## src/rtl/tagger_engine.sv

```systemverilog
// Time tagger: detects per-channel rising edges on synchronous detector
// levels while running and buffers {wrap, mask, timestamp} records in a
// first-word-fall-through buffer. A record is also emitted whenever the
// timestamp sits at all-ones, so software can extend the count.
//
// Ports:
//   clk, reset      - sole clock; asynchronous active-high reset
//   detectors       - NCHAN detector levels, synchronous to clk
//   start_det       - strobe: IDLE -> RUN
//   stop_det        - strobe: RUN -> IDLE (wins over start_det)
//   reset_counter   - strobe: clear timestamp and lost_count
//   sample          - head record {wrap, mask, ts}, zero when empty
//   sample_rdy      - head record valid
//   sample_ack      - consumer pops the head record
//   running         - high while in RUN
//   lost_count      - records dropped on a full buffer (saturating)
//   fifo_level      - records currently buffered
module tagger_engine #(
    parameter int unsigned NCHAN      = 4,
    parameter int unsigned TS_WIDTH   = 36,
    parameter int unsigned FIFO_DEPTH = 16,
    parameter int unsigned LOST_WIDTH = 16
) (
    input  logic                        clk,
    input  logic                        reset,
    input  logic [NCHAN-1:0]            detectors,
    input  logic                        start_det,
    input  logic                        stop_det,
    input  logic                        reset_counter,
    output logic [NCHAN+TS_WIDTH:0]     sample,
    output logic                        sample_rdy,
    input  logic                        sample_ack,
    output logic                        running,
    output logic [LOST_WIDTH-1:0]       lost_count,
    output logic [$clog2(FIFO_DEPTH):0] fifo_level
);

    localparam int unsigned REC_W = 1 + NCHAN + TS_WIDTH;
    localparam int unsigned AW    = $clog2(FIFO_DEPTH);
    localparam int unsigned LVL_W = AW + 1;

    typedef enum logic {
        IDLE = 1'b0,
        RUN  = 1'b1
    } state_t;

    state_t state_q;
    state_t state_d;

    logic [TS_WIDTH-1:0]   ts_q;
    logic [NCHAN-1:0]      det_q;
    logic [NCHAN-1:0]      det_qq;
    logic [NCHAN-1:0]      rise;
    logic                  ts_max;
    logic                  gen;
    logic [REC_W-1:0]      gen_rec;

    logic                  stage_valid;
    logic [REC_W-1:0]      stage_rec;

    logic [REC_W-1:0]      mem [FIFO_DEPTH];
    logic [AW-1:0]         wr_ptr;
    logic [AW-1:0]         rd_ptr;
    logic [LVL_W-1:0]      count;
    logic                  empty;
    logic                  full;
    logic                  xfer;
    logic                  wr_en;
    logic                  drop;
    logic [LOST_WIDTH-1:0] lost_q;

    // Controller state register
    always_ff @(posedge clk or posedge reset) begin
        if (reset) begin
            state_q <= IDLE;
        end else begin
            state_q <= state_d;
        end
    end

    // Controller next state; stop_det has priority over start_det
    always_comb begin
        state_d = state_q;
        case (state_q)
            IDLE: if (start_det && !stop_det) state_d = RUN;
            RUN:  if (stop_det)               state_d = IDLE;
            default: state_d = IDLE;
        endcase
    end

    // Timestamp counter; reset_counter overrides the increment
    always_ff @(posedge clk or posedge reset) begin
        if (reset) begin
            ts_q <= '0;
        end else if (reset_counter) begin
            ts_q <= '0;
        end else if (state_q == RUN) begin
            ts_q <= ts_q + TS_WIDTH'(1);
        end
    end

    // Detector history runs in both states so entering RUN sees no stale edge
    always_ff @(posedge clk or posedge reset) begin
        if (reset) begin
            det_q  <= '0;
            det_qq <= '0;
        end else begin
            det_q  <= detectors;
            det_qq <= det_q;
        end
    end

    assign rise    = det_q & ~det_qq;
    assign ts_max  = &ts_q;
    assign gen     = (state_q == RUN) && ((|rise) || ts_max);
    assign gen_rec = {ts_max, rise, ts_q};

    // Record stage: gives the two-edge latency from sampled edge to buffer write
    always_ff @(posedge clk or posedge reset) begin
        if (reset) begin
            stage_valid <= 1'b0;
            stage_rec   <= '0;
        end else begin
            stage_valid <= gen;
            stage_rec   <= gen_rec;
        end
    end

    assign empty = (count == '0);
    assign full  = (count == LVL_W'(FIFO_DEPTH));
    assign xfer  = !empty && sample_ack;
    // A full buffer still accepts a write when the head leaves on the same edge
    assign wr_en = stage_valid && (!full || xfer);
    assign drop  = stage_valid && full && !xfer;

    // Buffer storage (no reset; the read side is gated by the level)
    always_ff @(posedge clk) begin
        if (wr_en) begin
            mem[wr_ptr] <= stage_rec;
        end
    end

    // Buffer pointers and level; power-of-2 depth lets pointers wrap naturally
    always_ff @(posedge clk or posedge reset) begin
        if (reset) begin
            wr_ptr <= '0;
            rd_ptr <= '0;
            count  <= '0;
        end else begin
            if (wr_en) wr_ptr <= wr_ptr + AW'(1);
            if (xfer)  rd_ptr <= rd_ptr + AW'(1);
            case ({wr_en, xfer})
                2'b10:   count <= count + LVL_W'(1);
                2'b01:   count <= count - LVL_W'(1);
                default: count <= count;
            endcase
        end
    end

    // Dropped-record counter, saturating; reset_counter overrides
    always_ff @(posedge clk or posedge reset) begin
        if (reset) begin
            lost_q <= '0;
        end else if (reset_counter) begin
            lost_q <= '0;
        end else if (drop && !(&lost_q)) begin
            lost_q <= lost_q + LOST_WIDTH'(1);
        end
    end

    assign sample     = empty ? '0 : mem[rd_ptr];
    assign sample_rdy = !empty;
    assign running    = (state_q == RUN);
    assign lost_count = lost_q;
    assign fifo_level = count;

endmodule

```

## config.mk

```make
export PLATFORM = sky130hd
export DESIGN_NAME = tagger_engine
export DESIGN_NICKNAME = d
export VERILOG_FILES = /design/src/rtl/tagger_engine.sv
export SDC_FILE = /design/constraint.sdc
export NUM_CORES = 1
export LEC_CHECK = 0
export BUFFER_PORTS_ARGS = -buffer_cell sky130_fd_sc_hd__buf_2
export CELL_PAD_IN_SITES_DETAIL_PLACEMENT = 0
export CELL_PAD_IN_SITES_GLOBAL_PLACEMENT = 1
export CORE_UTILIZATION = 30
export DETAILED_ROUTE_END_ITERATION = 10
export PLACE_DENSITY = 0.5
export SKIP_CTS_REPAIR_TIMING = 1
export SYNTH_ARGS = -nofsm -noshare
export SYNTH_HDL_FRONTEND = slang
export SYNTH_SLANG_ARGS = --single-unit
```

## constraint.sdc

```tcl
create_clock -name clk -period 10.48 [get_ports clk]
set_input_delay 2.62 -clock clk [delete_from_list [all_inputs] [get_ports clk]]
set_output_delay 2.62 -clock clk [all_outputs]
set_load 0.005 [all_outputs]
```

# After elaboration in Yosys (flattened, before gate mapping)
# Memory sizes are Yosys's and may differ from the RTL's.
# Index checks and enable logic that the tools add are counted.
[classes]
addsub = 6
mul = 0
n_div = 0
magnitude_cmp = 0
n_eq_ne = 3
shift = 0
n_mux = 11
bitwise = 3
n_reduce_logical = 21
[op_table]
columns = ["operator", "n"]
rows = [
  ["2-to-1 mux 36 bit", 2],
  ["2-to-1 mux 41 bit", 1],
  ["adder 36 x 1 -> 36 bit (second input constant)", 1],
  ["AND reduction 36 bit", 1],
  ["2-to-1 mux 16 bit", 2],
  ["adder 16 x 1 -> 16 bit (second input constant)", 1],
  ["AND reduction 16 bit", 1],
  ["case mux 5 bit (2 select lines)", 1],
  ["adder 4 x 1 -> 4 bit (second input constant)", 2],
  ["logical AND 1 bit", 7],
  ["nonzero test 2 bit", 3],
  ["adder 5 x 1 -> 5 bit (second input constant)", 1],
  ["== test 5 bit (second input constant)", 1],
  ["zero test 1 bit", 5],
  ["zero test 5 bit", 1],
  ["subtractor 5 x 1 -> 5 bit (second input constant)", 1],
  ["bitwise AND 4 bit", 1],
  ["2-to-1 mux 1 bit", 4],
  ["inverter 4 bit", 1],
  ["OR reduction 4 bit", 1],
  ["== test 2 x 1 -> 1 bit (second input constant)", 1],
  ["== test 2 bit (second input constant)", 1],
  ["logical OR 1 bit", 2],
  ["case mux 1 bit (2 select lines)", 1],
  ["inverter 1 bit", 1],
]
[word_totals]
ff_bits = 116
latch_bits = 0
mem_bits_rw = 656
romBits = 0
input_bits = 10
output_inout_bits = 64
elab_cells = 55
n_memories = 1
[mem_list]
columns = ["name", "words", "width", "rd", "rd_clocked_by_memory_dff", "wr", "line_no", "text"]
rows = [
  ["mem", 16, 41, 1, 0, 1, "61", "logic [REC_W-1:0] mem [FIFO_DEPTH];"],
]

# Logic depth before layout (Yosys ltp)
[depth]
word_depth = 8
depth_mapped = 9
mapped_depth_nobuf = 8

# Worst setup path after synthesis
# No wires, ideal clock.
[synth_path]
path_kind = "input -> register"
from = "input sample_ack"
to = "memory mem[3][0] (netlist name) (enable)"
setup_ns = 0.490
t_arrival_ns = 6.223
required_time_ns = 9.990
setup_slack_ns = 3.767
stages = 5
n_path_buf = 2
path_cell_list = "clkbuf_1 -> o31a_1 -> clkbuf_1 -> nand2_1 -> nor3_1"
[synth_via]
elab_chain_cells = 5
[synth_lines]
columns = ["element", "line_no", "text"]
rows = [
  ["start, declared", "32", "input logic sample_ack,"],
  ["logical AND 1 bit", "131", "assign xfer = !empty && sample_ack;"],
  ["logical OR 1 bit", "133", "assign wr_en = stage_valid && (!full || xfer);"],
  ["logical AND 1 bit", "133", ""],
  ["2-to-1 mux 1 bit", "138", "if (wr_en) begin"],
  ["2-to-1 mux 1 bit (implied by the code)", "139", "mem[wr_ptr] <= stage_rec;"],
  ["end, declared", "61", ""],
]
# No other way between the ends.

# Worst setup path after layout
[layout_path]
from = "register rd_ptr[1]"
to = "output sample[1]"
[layout_via]
elab_chain_cells = 2
[layout_lines]
columns = ["element", "line_no", "text"]
rows = [
  ["start, declared", "63", "logic [AW-1:0] rd_ptr;"],
  ["start signal, assigned", "151", "if (xfer) rd_ptr <= rd_ptr + AW'(1);"],
  ["memory (16 x 41 bit)", "--", ""],
  ["2-to-1 mux 41 bit", "171", "assign sample = empty ? '0 : mem[rd_ptr];"],
  ["end, declared", "30", "output logic [NCHAN+TS_WIDTH:0] sample,"],
]
# No other way between the ends.

==> reports/qor.yml <==
detailed_routing:
  dr.pass1.iters: 5
  postRouteAntennaNets: 0
  num_vias: 14471
  wl_um: 72200
  drcViolationCount: 0
  wl_per_cell_um: 24.6
  viasPerCell: 4.94
  drt-initial-drc-count: 1034
place:
  routabilityCongestion: 0.709
  dp_slack_ps: 4670
  io_buffers: 73
  placed_cells: 2774
  placed_cell_area_mm2: 0.0318
  dp_hpwl_um: 35900
timing:
  slew_headroom_pct: 28.5
  finalHoldViolations: 0
  fin_ws_ps: 4000
  setup_tns_ps: 0
  finalCritPeriodShare_pct: 61.9
  timing.fmax_mhz: 154
  finalSetupViolCount: 0
  min_period_ps: 6480
  worst-slew-pin-transition_ps: 1070
  finalMaxSlewViolations: 0
  finalClockSkew_ps: 23.3
  rsz0062_at_grt: "false"
layout:
  layoutNonFillerInstCount: 2932
  layout.nets: 1593
  finalCoreUtilization_pct: 35.2
  finalInstanceArea_mm2: 0.0346
  diodes: 0
  multi_input_area_mm2: 0.00691
  final_common_cell: "edfxtp_1"
  seqCellArea_mm2: 0.0226
  layout_common_cells: "edfxtp_1 (656), mux4_2 (164), dfrtp_1 (113)"
  drive_gt1_share_pct: 25.8
  nFillCells: 9160
  syn2layout_area_growth_pct: 16.1
global_routing:
  grt_max_degree: 106
  gr-total-overflow: 0
  grt_pass1_vias: 15252
  grt_first_pass_wirelength_um: 106000
  antenna_found_initial: 2
  track_usage_pct: 14.7
worst_setup_path:
  cp-startpoint: "rd_ptr[1]"
  crit_required_ps: 7860
  critPathKind: "reg -> out"
  ff2ff_path_depth: 5
  r2r_start: "fifo_level[1]"
  slowest_stage: "dfrtp_4"
  reg2reg_slack_ps: 7180
  cp.arrival_ps: 3860
  max_stage_delay_ps: 1010
  worstSetupEndpoint: "sample[1]"
  critPathLaunchType: "register"
  crit_fanout: 57
  path_cells: "buf_4 > mux4_2 > mux2i_1 > o22ai_1 > buf_2"
  reg2reg_to: "mem[12][30]"
  critPathCaptureType: "primary output"
die:
  ioPinCount: 74
  dieArea_mm2: 0.100
  start_util_pct: 30.3
  fp.coreArea_mm2: 0.0983
  core.rowCount: 115
  die_x_um: 317
  fp.dieH_um: 317
clock_tree:
  cts_root_buf: "clkbuf_16"
  clkTransAtPathRegs_ps: 60
  htreeDepth: 3
  cts_made_buffers: 85
  cts_buffer_depth: 3
  clk_latency_ps: 640
  cts_tree: "done"
  clock_sinks: 772
logic_synthesis:
  syn-num-nets: 1483
  synth_area_leaders: "edfxtp_1 (66%), mux4_2 (12%), dfrtp_1 (9.8%)"
  synth_area_mm2: 0.0298
  ys_ff_latch: 772
  synth_top_area_share_pct: 66.2
  avgSynthCellArea_um2: 20.3
  synth_cell_types: 46
  synthArstFlopShare_pct: 15.0
  synthCells: 1464
  yosys_warnings: 0
  synth_area_leader_cell: "edfxtp_1"
  ys.flop_type: "edfxtp_1"
  synth-seq-area-share_pct: 75.9
  synth_edf_count: 656
outcome:
  status: "completed"
flow_run:
  max_cap_violations: 0
hold_path:
  hold_path.class: "reg -> reg"
  worstHoldStart: "det_q[0]"
pwr:
  power_density_mw_per_mm2: 243
  worst_ir_drop_vdd_mv: 0.206
  power_leakage_uw: 0.0118
-- cells in the mapped netlist (2+ instances only) --
master and count:
a211oi_1 2, a21oi_1 39, a31oi_1 2, and2_1 3
and3_1 6, and4_1 10, buf_1 9, buf_2 22
clkbuf_1 48, dfrtp_1 116, edfxtp_1 656, ha_1 9
inv_1 10, mux2_2 6, mux2i_1 84, mux4_2 164
nand2_1 29, nand2b_1 3, nand3_1 21, nand4_1 18
nand4_2 2, nor2_1 33, nor2b_1 8, nor3_1 6
nor4_1 3, o21ai_0 11, o22ai_1 41, o31a_1 2
o31ai_1 28, o41ai_1 2, or2_2 2, or3_1 10
or4_1 28, xnor2_1 9, xor2_1 11
-- layout make-up --
class	count	share of cell area [%]
sequential	772	65.4
multi-input combinational	603	20.0
clock buffer	115	6.86
tap	1287	4.66
timing repair buffer	102	1.72
clock inverter	43	1.18
inverter	10	0.123
-- per-stage QoR --
step | hold WS [ps] | power (µW)
floorplan | 347 | 4890
global placement | 351 | 5600
detailed placement | 356 | 5610
CTS | 369 | 8580
global route | 382 | 8800
finish | 367 | 8410
-- flip-flops by register name, summed over array words and instances, names as in the netlist --
name / cells
det_q: 4
det_qq: 4
fifo_level: 5
lost_count: 16
mem: 656
rd_ptr: 4
running: 1
stage_rec: 41
stage_valid: 1
ts_q: 36
wr_ptr: 4
-- per-layer routing --
layer | wire [µm] | GRT usage [%]
met5 | 0 | 0
met4 | 1020 | 3.80
met3 | 2870 | 2.29
met2 | 35100 | 23.9
met1 | 33200 | 20.4
-- worst max-delay path, delay by kind of cell (launching register included) --
family          cells  cell delay [ps]
compound gates      1              550
flops               1             1010
buf+inv             2             1090
mux                 2              430
-- cells by family (layout without fill, tap and decap cells) --
| kind of cell | Yosys count | in the layout | share of synthesized area [%] |
|---|---|---|---|
| fa+ha+maj | 9 | 9 | 0.378 |
| buf+inv | 89 | 270 | 1.21 |
| compound gates | 134 | 134 | 2.81 |
| simple gates | 186 | 186 | 3.60 |
| mux | 254 | 254 | 15.5 |
| xor+xnor | 20 | 20 | 0.589 |
| flops | 772 | 772 | 75.9 |
-- power by group --
group	switching, µW	internal [µW]
Clock	1220	1720
Sequential	186	3440
Combinational	1000	846
-- how the worst min path moves through the flow --
stage | end | slack [ps] | cells after the start
2_1_floorplan | det_qq[0] | 350 | 0
3_3_place_gp | det_qq[0] | 350 | 0
3_5_place_dp | det_qq[0] | 360 | 0
4_1_cts | det_qq[0] | 370 | 0
5_1_grt | det_qq[0] | 380 | 0
6_report | det_qq[0] | 370 | 0
(Power assumes the default switching activity.)
